**config.mk**
```make
export PLATFORM = sky130hd
export DESIGN_NAME = bldc_hall_decoder
export DESIGN_NICKNAME = d
export VERILOG_FILES = /design/src/rtl/bldc_hall_decoder.sv
export SDC_FILE = /design/constraint.sdc
export NUM_CORES = 1
export LEC_CHECK = 0
export BUFFER_PORTS_ARGS = -buffer_cell sky130_fd_sc_hd__buf_2
export CAP_MARGIN = 20
export CORE_MARGIN = 3
export CORE_UTILIZATION = 45
export CTS_CLUSTER_SIZE = 20
export DETAILED_ROUTE_END_ITERATION = 10
export PLACE_DENSITY_LB_ADDON = 0.12
export SYNTH_ARGS = -nofsm -noshare
export SYNTH_HDL_FRONTEND = slang
export SYNTH_SLANG_ARGS = --single-unit
```
**constraint.sdc**
```tcl
create_clock -name clk -period 7.2 [get_ports clk]
set_input_delay 2.16 -clock clk [delete_from_list [all_inputs] [get_ports clk]]
set_output_delay 2.16 -clock clk [all_outputs]
set_load 0.1 [all_outputs]
```
**src/rtl/bldc_hall_decoder.sv**
```systemverilog
// Hall sensor decoder for a BLDC motor.
// Synchronizes and debounces the three Hall pins, maps the accepted code to
// one of six electrical sectors and produces the 12-bit angle for the
// commutation block. It also tracks step count, direction and step period.
// Ports:
//   clk, rst_n               system clock, synchronous active-low reset
//   hall_a/b/c               asynchronous Hall pins, code = {a,b,c}
//   err_clr                  one-cycle pulse clearing the sticky error
//   feedback[11:0]           electrical angle (0..4095 = 0..360 deg) plus offset
//   position[31:0]           signed step counter, wraps two's-complement
//   period[23:0]             cycles between the last two same-direction steps
//   dir, step, locked, error direction, step pulse, lock flag, sticky error
module bldc_hall_decoder #(
  parameter int unsigned DEBOUNCE     = 4,
  parameter logic [11:0] ANGLE_OFFSET = 12'd0,
  parameter logic [23:0] TIMEOUT      = 24'hFFFFFF
) (
  input  logic               clk,
  input  logic               rst_n,
  input  logic               hall_a,
  input  logic               hall_b,
  input  logic               hall_c,
  input  logic               err_clr,
  output logic [11:0]        feedback,
  output logic signed [31:0] position,
  output logic [23:0]        period,
  output logic               dir,
  output logic               step,
  output logic               locked,
  output logic               error
);

  // Counter must hold DEBOUNCE+1 so the run length can pass the threshold once.
  localparam int unsigned CNT_W = $clog2(DEBOUNCE + 2);

  typedef enum logic {
    UNLOCKED = 1'b0,
    TRACK    = 1'b1
  } state_t;

  // {valid, sector} for a Hall code; 000 and 111 are invalid.
  function automatic logic [3:0] hall_to_sector(input logic [2:0] code);
    case (code)
      3'b101:  return {1'b1, 3'd0};
      3'b100:  return {1'b1, 3'd1};
      3'b110:  return {1'b1, 3'd2};
      3'b010:  return {1'b1, 3'd3};
      3'b011:  return {1'b1, 3'd4};
      3'b001:  return {1'b1, 3'd5};
      default: return 4'b0000;
    endcase
  endfunction

  // Sector centre angle, 60 deg = 4096/6 counts, rounded.
  function automatic logic [11:0] sector_angle(input logic [2:0] sec);
    case (sec)
      3'd0:    return 12'd0;
      3'd1:    return 12'd683;
      3'd2:    return 12'd1365;
      3'd3:    return 12'd2048;
      3'd4:    return 12'd2731;
      3'd5:    return 12'd3413;
      default: return 12'd0;
    endcase
  endfunction

  logic [2:0]       sync1, sync2, cand, code_db;
  logic [CNT_W-1:0] cnt, run_c;
  logic             accept_c, code_vld;

  state_t             state, state_nxt;
  logic [2:0]         sector, sector_nxt;
  logic [23:0]        pcnt, pcnt_nxt, period_nxt;
  logic               have_step, have_step_nxt;
  logic [11:0]        feedback_nxt;
  logic signed [31:0] position_nxt;
  logic               dir_nxt, step_nxt, locked_nxt, error_nxt, err_evt;
  logic               new_valid, fwd, rev;
  logic [2:0]         new_sec;

  // Two-flop synchronizer for the pin triplet.
  always_ff @(posedge clk) begin
    if (!rst_n) begin
      sync1 <= '0;
      sync2 <= '0;
    end else begin
      sync1 <= {hall_a, hall_b, hall_c};
      sync2 <= sync1;
    end
  end

  // Run length of the synchronized code including the current cycle.
  always_comb begin
    run_c = CNT_W'(1);
    if (sync2 == cand) run_c = cnt + CNT_W'(1);
    accept_c = (run_c == CNT_W'(DEBOUNCE));
  end

  // Debounce: a code is accepted exactly once, on its DEBOUNCE-th stable cycle.
  always_ff @(posedge clk) begin
    if (!rst_n) begin
      cand     <= '0;
      cnt      <= '0;
      code_db  <= '0;
      code_vld <= 1'b0;
    end else begin
      cand     <= sync2;
      cnt      <= (run_c > CNT_W'(DEBOUNCE)) ? CNT_W'(DEBOUNCE) : run_c;
      code_vld <= accept_c;
      if (accept_c) code_db <= sync2;
    end
  end

  // Next-state and output logic for the lock/track FSM.
  always_comb begin
    state_nxt     = state;
    sector_nxt    = sector;
    feedback_nxt  = feedback;
    position_nxt  = position;
    period_nxt    = period;
    dir_nxt       = dir;
    step_nxt      = 1'b0;
    locked_nxt    = locked;
    have_step_nxt = have_step;
    err_evt       = 1'b0;
    pcnt_nxt      = (pcnt == TIMEOUT) ? pcnt : pcnt + 24'd1;
    {new_valid, new_sec} = hall_to_sector(code_db);
    fwd = (new_sec == ((sector == 3'd5) ? 3'd0 : sector + 3'd1));
    rev = (new_sec == ((sector == 3'd0) ? 3'd5 : sector - 3'd1));

    // Motor considered stopped once the interval counter saturates.
    if (pcnt == TIMEOUT) period_nxt = '0;

    if (code_vld) begin
      case (state)
        UNLOCKED: begin
          if (new_valid) begin
            state_nxt     = TRACK;
            sector_nxt    = new_sec;
            feedback_nxt  = sector_angle(new_sec) + ANGLE_OFFSET;
            locked_nxt    = 1'b1;
            have_step_nxt = 1'b0;
          end else begin
            err_evt = 1'b1;
          end
        end
        TRACK: begin
          if (!new_valid) begin
            err_evt = 1'b1;
          end else if (new_sec != sector) begin
            sector_nxt   = new_sec;
            feedback_nxt = sector_angle(new_sec) + ANGLE_OFFSET;
            pcnt_nxt     = '0;
            if (fwd || rev) begin
              step_nxt      = 1'b1;
              dir_nxt       = fwd;
              position_nxt  = fwd ? position + 32'sd1 : position - 32'sd1;
              have_step_nxt = 1'b1;
              // Only a same-direction step with a live counter gives a period.
              if (have_step && (fwd == dir) && (pcnt != TIMEOUT)) begin
                period_nxt = pcnt + 24'd1;
              end else begin
                period_nxt = '0;
              end
            end else begin
              // Sector skip: follow the angle but drop the period reference.
              err_evt       = 1'b1;
              period_nxt    = '0;
              have_step_nxt = 1'b0;
            end
          end
        end
        default: state_nxt = UNLOCKED;
      endcase
    end

    // A new error event overrides a simultaneous clear.
    error_nxt = err_evt | (error & ~err_clr);
  end

  // State and output registers.
  always_ff @(posedge clk) begin
    if (!rst_n) begin
      state     <= UNLOCKED;
      sector    <= '0;
      pcnt      <= '0;
      have_step <= 1'b0;
      feedback  <= ANGLE_OFFSET;
      position  <= '0;
      period    <= '0;
      dir       <= 1'b1;
      step      <= 1'b0;
      locked    <= 1'b0;
      error     <= 1'b0;
    end else begin
      state     <= state_nxt;
      sector    <= sector_nxt;
      pcnt      <= pcnt_nxt;
      have_step <= have_step_nxt;
      feedback  <= feedback_nxt;
      position  <= position_nxt;
      period    <= period_nxt;
      dir       <= dir_nxt;
      step      <= step_nxt;
      locked    <= locked_nxt;
      error     <= error_nxt;
    end
  end

endmodule

```
* Word-level counts from Yosys, hierarchy flattened
Index checks and enable logic that the tools add are counted.
** Cells by class
- $lt $le $gt $ge :: 1
- Shifts and indexed selects :: 0
- $mul :: 0
- Bitwise operators :: 5
- Divide/modulo/power cells :: 0
- Reductions and logical operators :: 9
- Equality and inequality tests :: 23
- $add $sub $neg :: 6
- Muxes and demuxes :: 40
** Operators with widths (number)
- $mux W24 :: 12
- $pmux W12 S5 :: 1
- $mux W12 :: 3
- $add A32 B2 Y32 const B :: 1
- $mux W32 :: 1
- $sub A32 B2 Y32 const B :: 1
- $add A24 B1 Y24 const B :: 1
- $eq A24 B24 Y1 const B :: 1
- $ne A24 B24 Y1 const B :: 1
- $pmux W12 S2 :: 1
- $pmux W4 S6 :: 1
- $eq A3 B3 Y1 const B :: 7
- $mux W3 :: 7
- $eq A3 B2 Y1 const B :: 4
- $mux W1 :: 11
- $reduce_and A5 Y1 :: 2
- $eq A3 B3 Y1 :: 3
- $add A3 B1 Y3 const B :: 2
- $eq A3 B1 Y1 const B :: 2
- $pmux W3 S2 :: 1
- $ne A2 B1 Y1 const B :: 2
- $pmux W1 S2 :: 2
- $reduce_and A4 Y1 :: 1
- $gt A3 B3 Y1 const B :: 1
- other kinds (12) :: 15
** Storage, ports and cells
- RAM bits :: 0
- Memory bits (read-only) :: 0
- Logic and storage cells :: 102
- Memories :: 0
- Latch bits :: 0
- Flip-flop bits (word level) :: 117

* Longest topological paths before layout
- Depth after elaboration :: 12
- Mapped depth :: 16
- Depth with buffers taken out :: 14

* Least setup slack after synthesis
OpenSTA, ideal clock, no wires.
- Path kind :: register to register
- From :: reg code_db[2]
- To :: reg position[31]
- Slack :: 3.322 ns
- Arrival :: 3.806 ns
- Period minus slack after synthesis :: 3.878 ns
- Stages on the path, launching flop included :: 17
- Cell sequence :: dfxtp_1 buf_6 buf_2 nand2_1 nand2_1 a21oi_1 a22o_1 ha_1 buf_6 and3_4 o21a_1 a2111oi_2 a31oi_1 a221o_1 a41oi_2 mux2i_1 mux2i_1
** On the way
- Longest elaborated chain between the ends :: 5
- Elaborated cells on any way between the ends :: 13
- Classes of those cells :: eq/ne: 9; mux: 2; reduce/logical: 2
** RTL lines
- start: declaration :: RTL line 67 : logic [2:0] sync1, sync2, cand, code_db;
- start signal: assignment :: RTL line 110 : if (accept_c) code_db <= sync2;
- $eq A3 B1 Y1 (tied with other cells) :: RTL line 43 : case (code)
- $pmux W4 S6 * :: RTL line 43
- $eq A3 B3 Y1 (on tied branches) :: RTL line 128, 129
- $logic_or A1 B1 Y1 :: RTL line 154 : if (fwd || rev) begin
- $reduce_and A5 Y1 (no line)
- end signal: assignment :: RTL line 201 : position <= position_nxt;
- end: declaration :: RTL line 25 : output logic signed [31:0] position,
Every way passes the cells marked *; elsewhere a longest branch is shown, timed or not.
A chain may end at the register's enable or synchronous reset.

* Final worst setup path
Ends and elaborated chain as after synthesis.

==> impl_metrics.tcl <==
set metrics [dict create \
    status "completed" \
    yosys-top-cells-area "dfxtp_1 (35%), ha_1 (6.7%), nor2_1 (4.5%), mux2i_1 (4.4%), a21oi_1 (4.3%)" \
    netlist_area_mm2 0.00621 \
    synth_edf_count 0 \
    critPathLaunchType "register" \
    gr-total-overflow 0 \
    clock_path_buffers 2 \
    die_x_um 123 \
    grt_pass1_wl_um 23300 \
    crit_slowest_cell "dfxtp_1" \
    grt_max_degree 60 \
    layout.nets 808 \
    holdWs_ns 0.454 \
    fp.coreArea_mm2 0.0133 \
    synth_cells 719 \
    vias_per_cell 5.41 \
    die_h_um 123 \
    synth_ff_type "dfxtp_1" \
    setup_viol 0 \
    drv_slew 0 \
    ys_types 76 \
    finalHoldViolCount 0 \
    period_share_pct 60.3 \
    io_buffers 77 \
    drc_errors 0 \
    tightest_slew_ns 0.894 \
    drive_gt1_share_pct 17.6 \
    cts.sinks 109 \
    grt_usage_pct 18.9 \
    synth-async-reset-ratio_pct 0 \
    std_cell_rows 42 \
    finClkSkew_ns 0.0129 \
    crit_family "compound AO/OA/AOI/OAI gates" \
    grt_pass1_vias 4755 \
    avgSynthCellArea_um2 8.63 \
    crit_required_ns 7.48 \
    min_path_type "reg -> reg" \
    worstPathCellList "or3b_1 -> a21boi_1 -> o21ai_0 -> a22o_1 -> buf_16 -> ha_1 -> a211oi_1 -> o21ai_0 -> a31oi_1 -> a31oi_1 -> a221o_1 -> a41oi_2 -> mux2i_1 -> mux2i_1" \
    wl_per_cell_um 14.7 \
    ant_nets 0 \
    syn_nets 759 \
    rsz0062_at_grt "no" \
    ys_seq_elements 109 \
    slew_headroom_pct 40.3 \
    synth_sequential_area_ratio_pct 35.1 \
    design.die.area_mm2 0.0152 \
    path_buf_inv 1 \
    synth.top_cell.area_share_pct 35.1 \
    antenna_cells 0 \
    n_fill_cell 1313 \
    drt_iter0_drc 503 \
    power.leakage_nw 2.98 \
    layout_min_cycle_time_ns 4.34 \
    antenna_found_initial 0 \
    finalSetupTns_ns 0 \
    cts_resized 0 \
    dp_hpwl_um 9880 \
    crit_path_end_kind "register" \
    root_buffer "clkbuf_16" \
    max-cap-violations 0 \
    crit_arrival_ns 4.62 \
    fmax_ghz 0.230 \
    firstDrtPassIters 4 \
    postCtsSetupBuffers 0 \
    irDropWorstVdd_v 0.000101 \
    path_clk_slew_ns 0.08 \
    crit_type "reg -> reg" \
    clk_latency_ns 0.36 \
    critPathMaxStageDelay_ns 0.68 \
    cts_buffers 9 \
    holdBufCountCts 0 \
    start_util_pct 46.5 \
    powerDensity_mw_per_mm2 165 \
    synth_top_area_cell "dfxtp_1" \
    cts_tree "yes" \
    syn_to_final_growth_pct 11.3 \
    ioPinCount 78 \
    place_congestion 0.846 \
    vias 5131 \
    yosys_warnings 0 \
    critical_path_peak_fanout 22 \
    wl_um 13900 \
    htree_levels 3 \
]
[final timing paths]
check / start / to / slack, ns / cells past startpoint
worst min register to register: period[14] / period[14] / 0.45 / 2
worst min-delay path: period[14] / period[14] / 0.45 / 2
worst max register to register: code_db[2] / position[31] / 2.86 / 14
worst max-delay path: code_db[2] / position[31] / 2.86 / 14
[logic make-up after synthesis]
| family | share of synthesized area (%) |
|---|---|
| muxes | 4.72 |
| xor gates and xnor gates | 7.48 |
| AOI/OAI and AO/OA | 20.4 |
| and+or+nand+nor | 20.0 |
| buffers and inverters | 5.26 |
| adders and majority gates | 6.97 |
| DFF | 35.1 |
[report_power, final]
group	internal [mW]	switching, mW
sequential	0.607	0.00380
clock	0.246	0.252
combinational	0.0102	0.0199
[cell type report]
cell class | instances | area (um^2) | share of cell area [%]
tap | 176 | 220 | 3.19
multi-input combinational | 550 | 3700 | 53.5
timing repair buffer | 83 | 450 | 6.52
inverter | 15 | 56.3 | 0.814
sequential | 109 | 2180 | 31.6
clock buffer | 9 | 225 | 3.26
clock inverter | 7 | 78.8 | 1.14
[through the flow]
step / setup WS, ns / area, um^2 / instances / total power [mW] / utilization [%]
2_1_floorplan: 3.32 / 6210 / 719 / 0.647 / -
6_report: 2.86 / 6910 / 949 / 1.14 / 51.8
3_5_place_dp: 2.49 / 6570 / 931 / 0.655 / 49.3
4_1_cts: 2.44 / 6880 / 947 / 1.16 / 51.5
3_3_place_gp: 2.69 / 6570 / 931 / 0.654 / 49.3
5_1_grt: 2.52 / 6910 / 949 / 1.18 / 51.8
[worst register-to-register path, cell delays in order, from the launching register on]
cell and delay [ns]:
dfxtp_1 0.68, or3b_1 0.41, a21boi_1 0.14, o21ai_0 0.10
a22o_1 0.33, buf_16 0.21, ha_1 0.39, a211oi_1 0.27
o21ai_0 0.13, a31oi_1 0.25, a31oi_1 0.15, a221o_1 0.47
a41oi_2 0.28, mux2i_1 0.26, mux2i_1 0.21
[cells in the mapped netlist, types with 5 or more instances]
master    instances
and2_1           14
nand4_1           5
and3_1           16
a211oi_1         11
a21o_1            8
mux2i_1          27
nor3_1           11
o21ai_0          21
xor2_1           24
nand3_1          28
a31oi_1           7
dfxtp_1         109
or3_1             5
o21ai_2          21
buf_4            10
ha_1             33
nand2_1          61
nand2b_1         10
buf_6             7
clkbuf_1         18
a21oi_1          53
o21a_1            7
o211ai_1          6
xnor2_1          29
inv_1            15
buf_2             9
nor2b_1           7
nor2_1           75
[registers in the layout (all words and copies together), names as in the netlist]
register / count
have_step: 1
state: 1
cand: 3
locked: 1
error: 1
code_vld: 1
position: 32
pcnt: 24
period: 24
sector: 3
sync2: 3
code_db: 3
feedback: 4
step: 1
cnt: 3
sync1: 3
dir: 1
[routing by layer]
layer | up-vias | routed length (um) | GRT usage [%]
li1 | 2664 | - | -
met1 | 2366 | 6940 | 27.1
met2 | 86 | 6240 | 28.9
met3 | 15 | 517 | 2.97
met4 | 0 | 216 | 6.37
met5 | - | 0 | 0
[layout by cell type, fill, tap and decap left out, types with 3 or more instances in the layout]
cell	synthesis	final
clkbuf_16	0	9
a211oi_1	11	11
xor2_1	24	24
dfxtp_1	109	109
o211a_1	3	3
and3_1	16	16
o21a_1	7	7
a21o_1	8	8
o221ai_1	3	3
o211ai_1	6	6
nor3_1	11	11
o21bai_1	4	4
ha_1	33	33
xnor2_1	29	29
inv_1	15	15
mux2i_1	27	27
and2_1	14	14
nand3_1	28	28
nor2b_1	7	7
buf_4	10	5
nand2_1	61	61
or3_1	5	5
a21oi_1	53	53
nor2_1	75	75
o21ai_0	21	21
a31oi_1	7	7
nand4_1	5	5
o21ai_2	21	21
nor3b_1	3	3
nand2b_1	10	10
buf_2	9	77
nand3b_1	4	4
a22oi_1	3	3
Note: power is estimated with default switching activity, not from simulation.
